===== src/rtl/dmem_axi_port_pkg.sv =====
// Shared types for the data-memory AXI port: load operation codes and the
// transaction state machine encoding.
package my_mips;

    typedef enum logic [2:0] {
        LOP_NONE = 3'd0,
        LB       = 3'd1,
        LBU      = 3'd2,
        LH       = 3'd3,
        LHU      = 3'd4,
        LW       = 3'd5,
        LWL      = 3'd6,
        LWR      = 3'd7
    } load_op_t;

    typedef enum logic [2:0] {
        ST_IDLE  = 3'd0,
        ST_RADDR = 3'd1,
        ST_RDATA = 3'd2,
        ST_WADDR = 3'd3,
        ST_WRESP = 3'd4
    } dmem_state_t;

    localparam logic [2:0] AXI_SIZE_WORD  = 3'b010;
    localparam logic [1:0] AXI_BURST_INCR = 2'b01;
    localparam logic [7:0] AXI_LEN_SINGLE = 8'd0;

endpackage


===== src/rtl/dmem_axi_port_load_align.sv =====
// Load result alignment: byte/half extraction with sign/zero extension and
// the LWL/LWR merge of memory bytes into the old rt value.
module load_align
    import my_mips::*;
(
    input  logic [31:0] m,
    input  logic [31:0] rt,
    input  logic [1:0]  a,
    input  load_op_t    op,
    output logic [31:0] aligned
);

    logic [7:0]  w_byte;
    logic [15:0] w_half;

    assign w_byte = m[{a, 3'b000} +: 8];
    assign w_half = a[1] ? m[31:16] : m[15:0];

    always_comb begin
        aligned = m;
        case (op)
            LB:  aligned = {{24{w_byte[7]}}, w_byte};
            LBU: aligned = {24'd0, w_byte};
            LH:  aligned = {{16{w_half[15]}}, w_half};
            LHU: aligned = {16'd0, w_half};
            LWL: begin
                case (a)
                    2'd0:    aligned = {m[7:0],  rt[23:0]};
                    2'd1:    aligned = {m[15:0], rt[15:0]};
                    2'd2:    aligned = {m[23:0], rt[7:0]};
                    default: aligned = m;
                endcase
            end
            LWR: begin
                case (a)
                    2'd0:    aligned = m;
                    2'd1:    aligned = {rt[31:24], m[31:8]};
                    2'd2:    aligned = {rt[31:16], m[31:16]};
                    default: aligned = {rt[31:8],  m[31:24]};
                endcase
            end
            default: aligned = m;
        endcase
    end

endmodule


===== src/rtl/dmem_axi_port.sv =====
// Data-memory request responder: performs one load or store at a time as a
// single-beat AXI4 transaction and returns the aligned load result.
module dmem_axi_port
    import my_mips::*;
#(
    parameter int unsigned         ID_W   = 4,
    parameter logic [ID_W-1:0]     AXI_ID = 4'd1
) (
    input  logic            clk,
    input  logic            rst,
    input  logic            req_valid,
    input  logic [3:0]      req_wen,
    input  logic [31:0]     req_addr,
    input  logic [31:0]     req_wdata,
    input  load_op_t        req_load_op,
    input  logic [31:0]     req_rt_data,
    output logic            req_ready,
    output logic            resp_valid,
    output logic [31:0]     resp_rdata,
    output logic            busy,
    output logic [ID_W-1:0] arid,
    output logic            arvalid,
    output logic [31:0]     araddr,
    output logic [7:0]      arlen,
    output logic [2:0]      arsize,
    output logic [1:0]      arburst,
    input  logic            arready,
    input  logic [ID_W-1:0] rid,
    input  logic [31:0]     rdata,
    input  logic [1:0]      rresp,
    input  logic            rlast,
    input  logic            rvalid,
    output logic            rready,
    output logic [ID_W-1:0] awid,
    output logic            awvalid,
    output logic [31:0]     awaddr,
    output logic [7:0]      awlen,
    output logic [2:0]      awsize,
    output logic [1:0]      awburst,
    input  logic            awready,
    output logic [31:0]     wdata,
    output logic [3:0]      wstrb,
    output logic            wlast,
    output logic            wvalid,
    input  logic            wready,
    input  logic            bvalid,
    input  logic [1:0]      bresp,
    input  logic [ID_W-1:0] bid,
    output logic            bready
);

    dmem_state_t r_state;
    logic [3:0]  r_wen;
    logic [31:0] r_addr;
    logic [31:0] r_wdata;
    load_op_t    r_op;
    logic [31:0] r_rt;
    logic        r_arvalid;
    logic        r_rready;
    logic        r_awvalid;
    logic        r_wvalid;
    logic        r_bready;
    logic        r_resp_valid;
    logic [31:0] r_resp_rdata;

    logic [31:0] w_aligned;
    logic        w_accept;
    logic        w_aw_done;
    logic        w_w_done;
    logic        w_unused;

    load_align u_align (
        .m       (rdata),
        .rt      (r_rt),
        .a       (r_addr[1:0]),
        .op      (r_op),
        .aligned (w_aligned)
    );

    assign req_ready  = (r_state == ST_IDLE);
    assign busy       = (r_state != ST_IDLE);
    assign resp_valid = r_resp_valid;
    assign resp_rdata = r_resp_rdata;

    assign arid    = AXI_ID;
    assign arvalid = r_arvalid;
    assign araddr  = {r_addr[31:2], 2'b00};
    assign arlen   = AXI_LEN_SINGLE;
    assign arsize  = AXI_SIZE_WORD;
    assign arburst = AXI_BURST_INCR;
    assign rready  = r_rready;

    assign awid    = AXI_ID;
    assign awvalid = r_awvalid;
    assign awaddr  = {r_addr[31:2], 2'b00};
    assign awlen   = AXI_LEN_SINGLE;
    assign awsize  = AXI_SIZE_WORD;
    assign awburst = AXI_BURST_INCR;
    assign wdata   = r_wdata;
    assign wstrb   = r_wen;
    assign wlast   = 1'b1;
    assign wvalid  = r_wvalid;
    assign bready  = r_bready;

    assign w_accept = req_valid && req_ready &&
                      ((req_wen != '0) || (req_load_op != LOP_NONE));

    // AW and W complete independently; a channel counts as done once its valid
    // has dropped or it handshakes in the current cycle.
    assign w_aw_done = !r_awvalid || awready;
    assign w_w_done  = !r_wvalid  || wready;

    assign w_unused = ^{rid, rresp, bresp, bid};

    always_ff @(posedge clk) begin
        if (rst) begin
            r_state      <= ST_IDLE;
            r_wen        <= '0;
            r_addr       <= '0;
            r_wdata      <= '0;
            r_op         <= LOP_NONE;
            r_rt         <= '0;
            r_arvalid    <= 1'b0;
            r_rready     <= 1'b0;
            r_awvalid    <= 1'b0;
            r_wvalid     <= 1'b0;
            r_bready     <= 1'b0;
            r_resp_valid <= 1'b0;
            r_resp_rdata <= '0;
        end else begin
            r_resp_valid <= 1'b0;
            case (r_state)
                ST_IDLE: begin
                    if (w_accept) begin
                        r_wen   <= req_wen;
                        r_addr  <= req_addr;
                        r_wdata <= req_wdata;
                        r_op    <= req_load_op;
                        r_rt    <= req_rt_data;
                        if (req_wen != '0) begin
                            r_awvalid <= 1'b1;
                            r_wvalid  <= 1'b1;
                            r_state   <= ST_WADDR;
                        end else begin
                            r_arvalid <= 1'b1;
                            r_state   <= ST_RADDR;
                        end
                    end
                end
                ST_RADDR: begin
                    if (arready) begin
                        r_arvalid <= 1'b0;
                        r_rready  <= 1'b1;
                        r_state   <= ST_RDATA;
                    end
                end
                ST_RDATA: begin
                    if (rvalid && rlast) begin
                        r_rready     <= 1'b0;
                        r_resp_valid <= 1'b1;
                        r_resp_rdata <= w_aligned;
                        r_state      <= ST_IDLE;
                    end
                end
                ST_WADDR: begin
                    if (awready) r_awvalid <= 1'b0;
                    if (wready)  r_wvalid  <= 1'b0;
                    if (w_aw_done && w_w_done) begin
                        r_bready <= 1'b1;
                        r_state  <= ST_WRESP;
                    end
                end
                ST_WRESP: begin
                    if (bvalid) begin
                        r_bready     <= 1'b0;
                        r_resp_valid <= 1'b1;
                        r_resp_rdata <= '0;
                        r_state      <= ST_IDLE;
                    end
                end
                default: r_state <= ST_IDLE;
            endcase
        end
    end

endmodule


===== config.mk =====
export PLATFORM = sky130hd
export DESIGN_NAME = dmem_axi_port
export DESIGN_NICKNAME = d
export VERILOG_FILES = /design/src/rtl/dmem_axi_port_pkg.sv /design/src/rtl/dmem_axi_port_load_align.sv /design/src/rtl/dmem_axi_port.sv
export SDC_FILE = /design/constraint.sdc
export NUM_CORES = 1
export LEC_CHECK = 0
export BUFFER_PORTS_ARGS = -buffer_cell sky130_fd_sc_hd__buf_2
export CAP_MARGIN = 20
export CORE_MARGIN = 5
export CORE_UTILIZATION = 44
export DETAILED_ROUTE_END_ITERATION = 10
export GPL_TIMING_DRIVEN = 0
export HOLD_SLACK_MARGIN = 0.15
export PLACE_DENSITY = 0.88
export SYNTH_ARGS = -nofsm -noshare
export SYNTH_HDL_FRONTEND = slang
export SYNTH_SLANG_ARGS = --single-unit

===== constraint.sdc =====
create_clock -name clk -period 1.6 [get_ports clk]
set_input_delay 0.08 -clock clk [delete_from_list [all_inputs] [get_ports clk]]
set_output_delay 0.08 -clock clk [all_outputs]
set_load 0.01 [all_outputs]

Word level (Yosys, flattened, before mapping)
Index checks and enable logic that the tools add are counted.
{"block": "word_totals", "reg_bits": 144, "input_bits": 156, "output_inout_bits": 175, "word_cells": 95}
{"block": "classes", "n_eq_ne": 21, "n_shift": 1, "muxes": 33, "n_reduce_logical": 27}
{"operator": "$pmux W32 S3", "n": 2}
{"operator": "$pmux W32 S6", "n": 1}
{"operator": "$mux W32", "n": 2}
{"operator": "$pmux W32 S2", "n": 1}
{"operator": "$shiftx A32 B6 Y8", "n": 1}
{"operator": "$mux W16", "n": 1}
{"operator": "$mux W3", "n": 5}
{"operator": "$pmux W3 S5", "n": 1}
{"operator": "$ne A2 B2 Y1 const B", "n": 7}
{"operator": "$mux W1", "n": 13}
{"operator": "$eq A3 B2 Y1 const B", "n": 4}
{"operator": "$eq A3 B3 Y1 const B", "n": 4}
{"operator": "$pmux W1 S2", "n": 6}
{"operator": "$reduce_and A4 Y1", "n": 3}
{"operator": "$reduce_bool A2 Y1", "n": 5}
{"operator": "$reduce_and A3 Y1", "n": 3}
{"operator": "$eq A3 B1 Y1 const B", "n": 2}
{"operator": "$reduce_bool A3 Y1", "n": 2}
{"operator": "$reduce_and A5 Y1", "n": 1}
{"operator": "$logic_and A1 B1 Y1", "n": 4}
{"operator": "$ne A2 B1 Y1 const B", "n": 2}
{"operator": "$reduce_bool A4 Y1", "n": 1}
{"operator": "$logic_not A3 Y1", "n": 1}
{"operator": "$logic_or A1 B1 Y1", "n": 3}
{"operator": "other kinds (6)", "n": 7}

Logic depth before layout (Yosys ltp)
{"block": "logic_depth", "ltp_word": 5, "depth_mapped": 8, "ltp_nobuf": 5}

By module
Synthesis repeated with hierarchy kept, for this count alone.
{"block": "unflattened", "cells_unflattened": 951, "hier_area_um2": 7652.3}
{"mod": "dmem_axi_port", "instances": 1, "cells_per_inst": 714, "area_each_um2": 5828.1, "seq_area_each_um2": 2882.8}
{"mod": "load_align", "instances": 1, "cells_per_inst": 237, "area_each_um2": 1824.2, "seq_area_each_um2": 0.0}

Worst setup path after synthesis
OpenSTA, ideal clock, no wires.
{"block": "synth_timing", "path_type": "reg2reg", "from": "reg r_addr[0]", "to": "reg r_resp_rdata[30], in the netlist resp_rdata[30]", "setup_ns": 0.114, "arrival_ns": 1.654, "required_time_ns": 1.486, "slack_ns": -0.168, "stages_incl_launch_ff": 7, "path_buffers": 1, "period_less_slack_ns": 1.768, "cell_sequence": "dfxtp_1 > buf_2 > nor2_2 > mux2_2 > a222oi_1 > a211oi_1 > a21o_1"}
{"block": "synth_between", "elab_chain_cells": 5}
{"element": "from (decl)", "line": "dmem_axi_port.sv:54", "rtl": "logic [31:0] r_addr;"}
{"element": "from (signal assigned)", "line": "dmem_axi_port.sv:136", "rtl": "r_addr <= req_addr;"}
{"element": "parallel branches: the longest is 2 deep, another holds $shiftx A32 B6 Y8"}
{"element": "$pmux W32 S6 (*)", "line": "dmem_axi_port_load_align.sv:21", "rtl": "case (op)"}
{"element": "$mux W32 (*)", "line": "dmem_axi_port.sv:158", "rtl": "if (rvalid && rlast) begin"}
{"element": "$pmux W32 S2 (*)", "line": "dmem_axi_port.sv:132", "rtl": "case (r_state)"}
{"element": "to (signal assigned)", "line": "dmem_axi_port.sv:161", "rtl": "r_resp_rdata <= w_aligned;"}
{"element": "to (decl)", "line": "dmem_axi_port.sv:64", "rtl": "logic [31:0] r_resp_rdata;"}
Every way passes the cells marked *. The select of a mux whose other input is x is not followed.
A chain may end at the register's enable or synchronous reset.

Worst setup path in the final report
{"block": "layout_timing", "from": "reg r_addr[1]", "to": "reg r_resp_rdata[30], in the netlist resp_rdata[30]"}
Same word-level chain as after synthesis.

==> impl_metrics.csv <==
group,metric,value,unit
cts,clk_latency,440,ps
synth,postSynthCellCount,984,
floorplan,die_h,142,um
timing,hold_viol,0,
synth,synth_edf_count,0,
critical_path,path_cells,"buf_12, mux2_4, a222oi_1, a211oi_4, a21o_1",
synth,synth-seq-cells,144,
synth,synth_cell_type_count,51,
global_routing,grt-ovfl-total,0,
cts,clk_pin_slew,70,ps
critical_path,crit_family,"compound AO/OA/AOI/OAI gates",
route,antenna_left,0,
timing,max_freq,526,MHz
global_routing,grt_pass1_vias,9710,
global_routing,grt_pass1_wl,51.1,mm
floorplan,die-area,20300,sq um
route,drt_pre_antenna_iters,8,
timing,timing.final.crit_share,119,%
critical_path,crit_path_top_delay_cell,"a222oi_1",
critical_path,worst-path-max-fanout,10,
cts,cts.sinks,144,
global_routing,grtUsageTotal,32.0,%
route,vias,9760,
critical_path,cp.required,1920,ps
route,drt_iter0_markers,1148,
place,placed_area,9580,sq um
synth,yosysTopAreaCell,"dfxtp_1",
run_status,status,"finished, violations left",
layout,fillers,1135,
floorplan,initial_utilization,44.7,%
route,routed_wl,35.2,mm
place,dp_hpwl,21.6,mm
run_status,violations,"negative setup slack",
hold_path,hp-class,"in -> reg",
job,maxCapViolations,0,
timing,fin_skew,11.2,ps
pwr,powerDensity,947,nW/um^2
pwr,vdd_ir_drop_max,0.784,mV
place,place_congestion,0.990,
synth,synthArstFlopShare,0,%
timing,max_slew_margin,44.5,%
route,vias_per_cell,5.66,
synth,avgSynthCellArea,7.83,sq um
layout,final_cell_mix,"289 x buf_2, 233 x nand2_1, 140 x dlygate4sd3_1",
route,drcViolationCount,0,
layout,final_core_util,73.1,%
cts,cts_max_path_buffers,2,
timing,setup_tns,-5850,ps
cts,htree_num_levels,4,
timing,timing.hold.ws,260,ps
layout,final_common_cell,"buf_2",
critical_path,path_class,"reg -> reg",
cts,root_buffer,"clkbuf_16",
synth,synth_top_area_share,37.4,%
layout,fin_nets,1640,
synth,yosys_warnings,0,
layout,area_growth_syn_to_layout,63.5,%
place,place_ws,-616,ps
synth,netlist_top_cells_area,"dfxtp_1 37%, nand2_1 12%, buf_4 11%",
synth,netlist_area,7710,sq um
floorplan,core,17200,sq um
timing,setup_viol,33,
timing,fin_crit,1900,ps
layout,multi_input_area,4430,sq um
layout,design_area,12600,sq um
timing,tightest_slew,833,ps
cts,tritoncts,"built",
layout,drive_above_1_share,42.0,%
critical_path,cp.arrival,2230,ps
critical_path,endpoint_kind,"flip-flop",
route,wl_per_cell,20.4,um
critical_path,startpoint_type,"flip-flop",
pwr,p_leak,5.72,nW
layout,seqCellArea,2900,sq um
synth,synth-seq-area-share,37.4,%
synth,synth-main-ff-cell,"dfxtp_1",
place,io_buffers,279,
floorplan,fp-row-count,48,
timing,setup_ws,-301,ps
critical_path,max_stage_delay,510,ps
cts,cts_buffers,17,
global_routing,antenna_found_initial,0,
timing,rsz0062_at_grt,"yes",
timing,drv_slew,0,
critical_path,worst-path-buf-inv,1,
floorplan,dieWidth,142,um
floorplan,io-pin-count,331,
global_routing,grt_start_max_net_pins,17,
==> sequential cells by signal (all words and copies together), names as in the netlist <==
register / cells
r_rt: 32
r_addr: 32
wvalid: 1
wdata: 32
resp_rdata: 32
bready: 1
rready: 1
r_state: 3
r_op: 3
resp_valid: 1
awvalid: 1
arvalid: 1
wstrb: 4
==> cells by family (layout without fill, tap and decap cells) <==
| logic type | after synthesis | after routing | share of synthesized area, % |
|---|---|---|---|
| AND/OR/NAND/NOR | 331 | 331 | 17.6 |
| AO/OA/AOI/OAI | 272 | 272 | 22.0 |
| buffers and inverters | 175 | 651 | 14.4 |
| flip-flops | 144 | 144 | 37.4 |
| multiplexers | 58 | 58 | 8.17 |
| other | 2 | 40 | 0.0974 |
| adder cells (fa/ha/maj) | 1 | 1 | 0.130 |
| XOR/XNOR | 1 | 1 | 0.114 |
==> path summary, 6_finish.rpt <==
path	from	to	slack (ps)	depth (start not counted)
min reg2reg	resp_rdata[28]	resp_rdata[28]	450	1
min	rlast	r_state[1]	260	6
max	r_addr[1]	resp_rdata[30]	-300	5
max reg2reg	r_addr[1]	resp_rdata[30]	-300	5
==> synthesized netlist by cell type, types with 2 or more instances <==
cell	instances
or3_1	2
inv_1	5
and3_1	4
o211ai_1	9
buf_6	2
buf_2	24
conb_1	2
a221oi_1	24
nor3_1	2
o21ai_0	28
dfxtp_1	144
nor2b_1	8
buf_4	109
mux2i_1	19
a22oi_1	8
o221ai_1	2
nand3_1	4
a211oi_1	26
a21oi_1	142
a21o_1	10
nand2b_1	3
clkbuf_1	33
nand2_1	238
nand3b_1	3
nor2_1	55
a22o_1	8
mux2_2	39
nor3_2	2
a222oi_1	7
==> cell type report <==
class / instances / area share, %
antenna: 1 / 0.0199
buffer: 161 / 9.49
clock buffer: 17 / 3.38
clock inverter: 15 / 1.58
inverter: 6 / 0.179
multi-input combinational: 702 / 35.1
sequential: 144 / 23.0
tap: 225 / 2.23
timing repair buffer: 452 / 25.0
==> metal layers <==
layer	global-route usage, %	wire (um)	part of all wire, %
met5	0	0	0
met4	19.3	2690	7.6
met3	8.13	3570	10
met2	55.3	16900	48
met1	35.2	12100	34
==> power breakdown <==
group / switching [mW] / internal (mW)
clock: 1.81 / 2.51
sequential: 0.241 / 3.85
combinational: 1.86 / 1.65
==> worst register-to-register path: stages, from the launching register on <==
cell,delay [ps]
dfxtp_4,450
buf_12,180
mux2_4,360
a222oi_1,520
a211oi_4,110
a21o_1,180
==> metrics by stage <==
step           std cells  total power, mW
4_1_cts             1716             11.4
6_report            1723             11.9
3_3_place_gp        1525             6.59
3_5_place_dp        1525             6.66
2_1_floorplan       1021             5.72
5_1_grt             1722             12.3
==> timing repair <==
| item | CTS | global route |
|---|---|---|
| gates resized for setup | 99 | 97 |
| endpoints found under the hold margin | 142 | 0 |
| hold buffers | 140 | 0 |
| setup endpoints to repair | 140 | 132 |
| setup buffers | 22 | 10 |
| pin swaps | 30 | 38 |
| gates cloned | 0 | 1 |
(Power assumes the default switching activity.)
